File: src/rtl/llki_key_loader.sv
// llki_key_loader: LLKI key-delivery initiator.
// Snapshots a KEY_WORDS x 64-bit key on a load command and streams it word by
// word over a valid/ready handshake, then waits for key-complete. A clear
// command pulses clear-key for one cycle and waits for the acknowledge.
// Every wait on the target is guarded by a saturating timeout counter.
module llki_key_loader #(
  parameter int KEY_WORDS = 4,
  parameter int TIMEOUT   = 1024
) (
  input  logic                      clk,
  input  logic                      rst,
  input  logic                      load_req,
  input  logic                      clear_req,
  input  logic [64*KEY_WORDS-1:0]   key_in,
  output logic                      busy,
  output logic                      load_done,
  output logic                      clear_done,
  output logic                      error,
  output logic [63:0]               llkid_key_data,
  output logic                      llkid_key_valid,
  input  logic                      llkid_key_ready,
  input  logic                      llkid_key_complete,
  output logic                      llkid_clear_key,
  input  logic                      llkid_clear_key_ack
);

  localparam int IDX_W = (KEY_WORDS > 1) ? $clog2(KEY_WORDS) : 1;
  localparam int CNT_W = $clog2(TIMEOUT + 1);

  localparam logic [IDX_W-1:0] LAST_IDX  = IDX_W'(KEY_WORDS - 1);
  localparam logic [IDX_W-1:0] IDX_ONE   = IDX_W'(1);
  localparam logic [CNT_W-1:0] CNT_LIMIT = CNT_W'(TIMEOUT);
  localparam logic [CNT_W-1:0] CNT_ONE   = CNT_W'(1);

  typedef enum logic [2:0] {
    IDLE,
    SEND,
    WAIT_CMPL,
    CLEAR,
    WAIT_ACK
  } state_t;

  state_t           state;
  logic [63:0]      key_words [KEY_WORDS];
  logic [63:0]      snap      [KEY_WORDS];
  logic [IDX_W-1:0] idx;
  logic [CNT_W-1:0] cnt;
  logic [CNT_W-1:0] cnt_inc;
  logic             timed_out;
  logic             xfer;

  // Split the flat key bus into words; word 0 is the least significant slice.
  generate
    for (genvar gi = 0; gi < KEY_WORDS; gi++) begin : g_key_words
      assign key_words[gi] = key_in[64*gi +: 64];
    end
  endgenerate

  // Saturating wait-cycle count and the timeout decision for this edge.
  always_comb begin
    cnt_inc   = (cnt == CNT_LIMIT) ? cnt : cnt + CNT_ONE;
    timed_out = (cnt_inc == CNT_LIMIT);
    xfer      = llkid_key_valid && llkid_key_ready;
  end

  // Main control FSM; every output is a register updated here.
  always_ff @(posedge clk or posedge rst) begin
    if (rst) begin
      state           <= IDLE;
      busy            <= 1'b0;
      load_done       <= 1'b0;
      clear_done      <= 1'b0;
      error           <= 1'b0;
      llkid_key_data  <= '0;
      llkid_key_valid <= 1'b0;
      llkid_clear_key <= 1'b0;
      idx             <= '0;
      cnt             <= '0;
      for (int i = 0; i < KEY_WORDS; i++) begin
        snap[i] <= '0;
      end
    end else begin
      // Done pulses and clear-key are single-cycle unless re-asserted below.
      load_done       <= 1'b0;
      clear_done      <= 1'b0;
      llkid_clear_key <= 1'b0;

      case (state)
        IDLE: begin
          cnt <= '0;
          // Clear has priority; the simultaneous load is simply dropped.
          if (clear_req) begin
            state           <= CLEAR;
            busy            <= 1'b1;
            error           <= 1'b0;
            llkid_clear_key <= 1'b1;
          end else if (load_req) begin
            for (int i = 0; i < KEY_WORDS; i++) begin
              snap[i] <= key_words[i];
            end
            state           <= SEND;
            busy            <= 1'b1;
            error           <= 1'b0;
            idx             <= '0;
            llkid_key_data  <= key_words[0];
            llkid_key_valid <= 1'b1;
          end
        end

        SEND: begin
          if (xfer) begin
            // Each accepted word restarts the wait budget for the next one.
            cnt <= '0;
            if (idx == LAST_IDX) begin
              state           <= WAIT_CMPL;
              llkid_key_valid <= 1'b0;
            end else begin
              idx            <= idx + IDX_ONE;
              llkid_key_data <= snap[idx + IDX_ONE];
            end
          end else if (timed_out) begin
            state           <= IDLE;
            busy            <= 1'b0;
            error           <= 1'b1;
            llkid_key_valid <= 1'b0;
            cnt             <= '0;
          end else begin
            cnt <= cnt_inc;
          end
        end

        WAIT_CMPL: begin
          if (llkid_key_complete) begin
            state     <= IDLE;
            busy      <= 1'b0;
            load_done <= 1'b1;
            cnt       <= '0;
          end else if (timed_out) begin
            state <= IDLE;
            busy  <= 1'b0;
            error <= 1'b1;
            cnt   <= '0;
          end else begin
            cnt <= cnt_inc;
          end
        end

        CLEAR: begin
          // clear-key was raised on entry and drops here after one cycle.
          state <= WAIT_ACK;
          cnt   <= '0;
        end

        WAIT_ACK: begin
          if (llkid_clear_key_ack) begin
            // The target key is gone, so leave no copy of it behind here either.
            for (int i = 0; i < KEY_WORDS; i++) begin
              snap[i] <= '0;
            end
            llkid_key_data <= '0;
            state          <= IDLE;
            busy           <= 1'b0;
            clear_done     <= 1'b1;
            cnt            <= '0;
          end else if (timed_out) begin
            state <= IDLE;
            busy  <= 1'b0;
            error <= 1'b1;
            cnt   <= '0;
          end else begin
            cnt <= cnt_inc;
          end
        end

        default: begin
          state           <= IDLE;
          busy            <= 1'b0;
          llkid_key_valid <= 1'b0;
          cnt             <= '0;
        end
      endcase
    end
  end

endmodule
File: config.mk
export PLATFORM = sky130hd
export DESIGN_NAME = llki_key_loader
export DESIGN_NICKNAME = d
export VERILOG_FILES = /design/src/rtl/llki_key_loader.sv
export SDC_FILE = /design/constraint.sdc
export NUM_CORES = 1
export LEC_CHECK = 0
export CORE_MARGIN = 4
export CORE_UTILIZATION = 40
export CTS_CLUSTER_SIZE = 12
export DETAILED_ROUTE_END_ITERATION = 10
export HOLD_SLACK_MARGIN = 0.1
export PLACE_DENSITY = 0.69
export SETUP_SLACK_MARGIN = 0.2
export SLEW_MARGIN = 20
export SYNTH_ARGS = -nofsm -noshare
export SYNTH_HDL_FRONTEND = slang
export SYNTH_SLANG_ARGS = --single-unit
export TNS_END_PERCENT = 10
File: constraint.sdc
create_clock -name clk -period 22 [get_ports clk]
set_input_delay 4.4 -clock clk [delete_from_list [all_inputs] [get_ports clk]]
set_output_delay 4.4 -clock clk [all_outputs]
set_load 0.03 [all_outputs]
==> results.sh <==
export IMPL_dr_first_iter_drc_count=675
export IMPL_r2r_start="idx[0]"
export IMPL_synth_area_leader_cell="dfrtp_1"
export IMPL_numCtsBuffers=39
export IMPL_synth_mux_area_fraction_pct=9.96
export IMPL_vias_per_cell=5.78
export IMPL_root_buffer="clkbuf_16"
export IMPL_setup_violations=0
export IMPL_cts_tree="yes"
export IMPL_via_count=10700
export IMPL_maxCapViolations=0
export IMPL_grt_total_usage_pct=20.6
export IMPL_fmax_mhz=141
export IMPL_hpwl_um=27200
export IMPL_clock_skew_ps=11.5
export IMPL_wl_per_cell_um=22.4
export IMPL_wl_um=41700
export IMPL_worstPathRequired_ps=22430
export IMPL_fp_row_count=69
export IMPL_peakVddDrop_uv=108
export IMPL_grt_max_degree=119
export IMPL_nNetsFinal=1630
export IMPL_avgSynthCellArea_um2=13.4
export IMPL_insertion_delay_ps=510
export IMPL_cts_resized=0
export IMPL_grt_overflow=0
export IMPL_synth_xor_area_share_pct=0.661
export IMPL_hp_class="reg -> reg"
export IMPL_holdWs_ps=477
export IMPL_synth_top_cells_by_area="dfrtp_1 59%, a22o_1 15%, mux4_2 9.9%"
export IMPL_status="complete, no violations"
export IMPL_fillCellCount=2993
export IMPL_start_util_pct=40.8
export IMPL_die_area_um2=39500
export IMPL_end_kind="flop"
export IMPL_pin_count=333
export IMPL_antenna_found_initial=4
export IMPL_grtUsageMet2_pct=33.0
export IMPL_gp_congestion=0.800
export IMPL_timing_rr_end="llkid_key_data[12]"
export IMPL_die_h_um=199
export IMPL_synth_simple_area_share_pct=4.60
export IMPL_drtPass1Iterations=5
export IMPL_final_cell_mix="341 x dfrtp_1, 332 x clkdlybuf4s50_1, 257 x a22o_1"
export IMPL_final_hold_violation_count=0
export IMPL_synth_edf_count=0
export IMPL_cts_max_level=2
export IMPL_ff2ff_setup_slack_ps=18790
export IMPL_synth_top_area_share_pct=58.7
export IMPL_synth_seq_area_share_pct=58.7
export IMPL_post_cts_setup_buffers=0
export IMPL_cp_start_kind="primary input"
export IMPL_synth_top_family_by_area="compound AO/OA/AOI/OAI gates"
export IMPL_grt_pass1_vias=11200
export IMPL_yosys_area_share_adder_pct=0.258
export IMPL_synth_compound_area_share_pct=22.2
export IMPL_die_w_um=199
export IMPL_holdBufCountCts=0
export IMPL_p_leak_nw=8.23
export IMPL_endpoint="snap[150]"
export IMPL_grt_pass1_wl_um=64900
export IMPL_slew_headroom_pct=26.4
export IMPL_netlist_area_um2=14600
export IMPL_reg2reg_depth=8
export IMPL_synth_seq_cells=342
export IMPL_met3_usage_pct=3.64
export IMPL_fin_crit_ps=7100
export IMPL_worstMarginPinSlew_ps=1100
export IMPL_tns_ps=0
export IMPL_ys_async_sr_fraction_pct=100
export IMPL_ys_flop_type="dfrtp_1"
export IMPL_core_area_um2=35700
export IMPL_crit_start="clear_req"
export IMPL_rsz0062_at_grt="no"
export IMPL_fin_crit_sh_pct=32.3
export IMPL_clock_path_buffers=3
export IMPL_syn_to_final_growth_pct=33.4
export IMPL_drc=0
export IMPL_final_common_cell="dfrtp_1"
export IMPL_p_per_area_nw_per_um2=146
export IMPL_cp_data_arrival_time_ps=7540
export IMPL_drive_above_1_share_pct=11.4
export IMPL_drtAntennaViolNets=0
export IMPL_gr_max_usage_layer="met2"
export IMPL_yosysWarnings=0
export IMPL_syn_nets=1350
export IMPL_grt_use_met1_pct=29.1
export IMPL_synthCells=1084
export IMPL_clkSinkCount=342
export IMPL_criticalPathCategory="in -> reg"
export IMPL_finalMaxSlewViolations=0
export IMPL_crit_fanout=85
export IMPL_port_buffers=332
export IMPL_cts_clk_slew_worst_paths_ps=60
export IMPL_ys_types=49
==> worst min-delay path by stage <==
stage	to	depth (start not counted)	slack (ps)	from
after floorplan	snap[0]	1	470	snap[0]
after global placement	llkid_key_data[2]	2	460	llkid_key_data[2]
after detailed placement	llkid_key_data[21]	2	470	llkid_key_data[21]
after CTS	llkid_key_data[21]	2	480	llkid_key_data[21]
after global routing	llkid_key_data[59]	2	510	llkid_key_data[59]
final	llkid_key_data[8]	2	480	llkid_key_data[8]
==> logic make-up (layout without fill, tap and decap cells) <==
kind of cell / Yosys count / after routing
other cells: 0 / 4
mux: 65 / 65
compound gates: 411 / 411
buf+inv: 115 / 423
xor+xnor: 11 / 11
simple gates: 137 / 137
fa+ha+maj: 3 / 3
flops: 342 / 342
==> registers in the layout, summed over array words and instances (netlist names) <==
signal,flops
busy,1
clear_done,1
cnt,11
error,1
idx,2
llkid_clear_key,1
llkid_key_data,64
llkid_key_valid,1
load_done,1
snap,256
state,3
==> cell usage after synthesis (2+ instances only) <==
cell and number:
nand2_1 76, mux4_2 64, nor2b_1 2, and2_1 2, and3_1 2, o21ai_0 61, nand4_1 3, inv_1 6
xor2_1 3, inv_2 2, o21ai_1 11, nand3_1 8, xnor2_1 8, a21oi_1 6, ha_1 3, nand2b_1 5
nor3_2 4, dfrtp_1 342, a22o_1 257, nor3_1 5, nor2_1 17, a211o_1 2, buf_2 67, a22oi_1 64
clkbuf_1 36, o211ai_1 2, buf_1 3, or3_1 2
==> critical path: stages <==
cell and delay [ps]:
clkdlybuf4s50_1 530, nand2b_1 210, nor2_1 110, o21ai_4 370
buf_4 780, buf_4 770, a22o_1 270
==> report_power, final <==
group          leakage [nW]  switching [mW]  internal, mW
Clock                 0.628           0.248         0.391
Sequential             4.35           0.176         0.897
Combinational          3.25           0.560         0.564
Total                  8.23           0.984          1.85
==> routing by layer <==
layer  routed length [um]  vias up  share of wire, %
li1                     -     4763                 -
met3                 2480       75               5.9
met2                19900      384                48
met5                   13        -             0.031
met1                18200     5517                44
met4                 1100        2               2.6
==> layout make-up <==
type / instances / area [um2] / share of cell area, %
antenna: 4 / 10.0 / 0.0515
clock buffer: 60 / 1180 / 6.06
clock inverter: 9 / 97.6 / 0.502
inverter: 8 / 37.5 / 0.193
multi-input combinational: 627 / 5550 / 28.5
sequential: 342 / 8560 / 44.0
tap: 461 / 577 / 2.97
timing repair buffer: 346 / 3430 / 17.7
==> per-stage QoR <==
stage | area (um2) | power [mW] | util, % | setup slack [ps] | std cells
after floorplan | 14600 | 1.83 | - | 8120 | 1084
after global placement | 18200 | 2.18 | 50.8 | 14480 | 1784
after detailed placement | 18200 | 2.21 | 50.8 | 14440 | 1784
after CTS | 19400 | 2.86 | 54.4 | 14950 | 1853
after global routing | 19400 | 3.00 | 54.4 | 14740 | 1856
final | 19400 | 2.84 | 54.4 | 14900 | 1857
(Power assumes the default switching activity.)
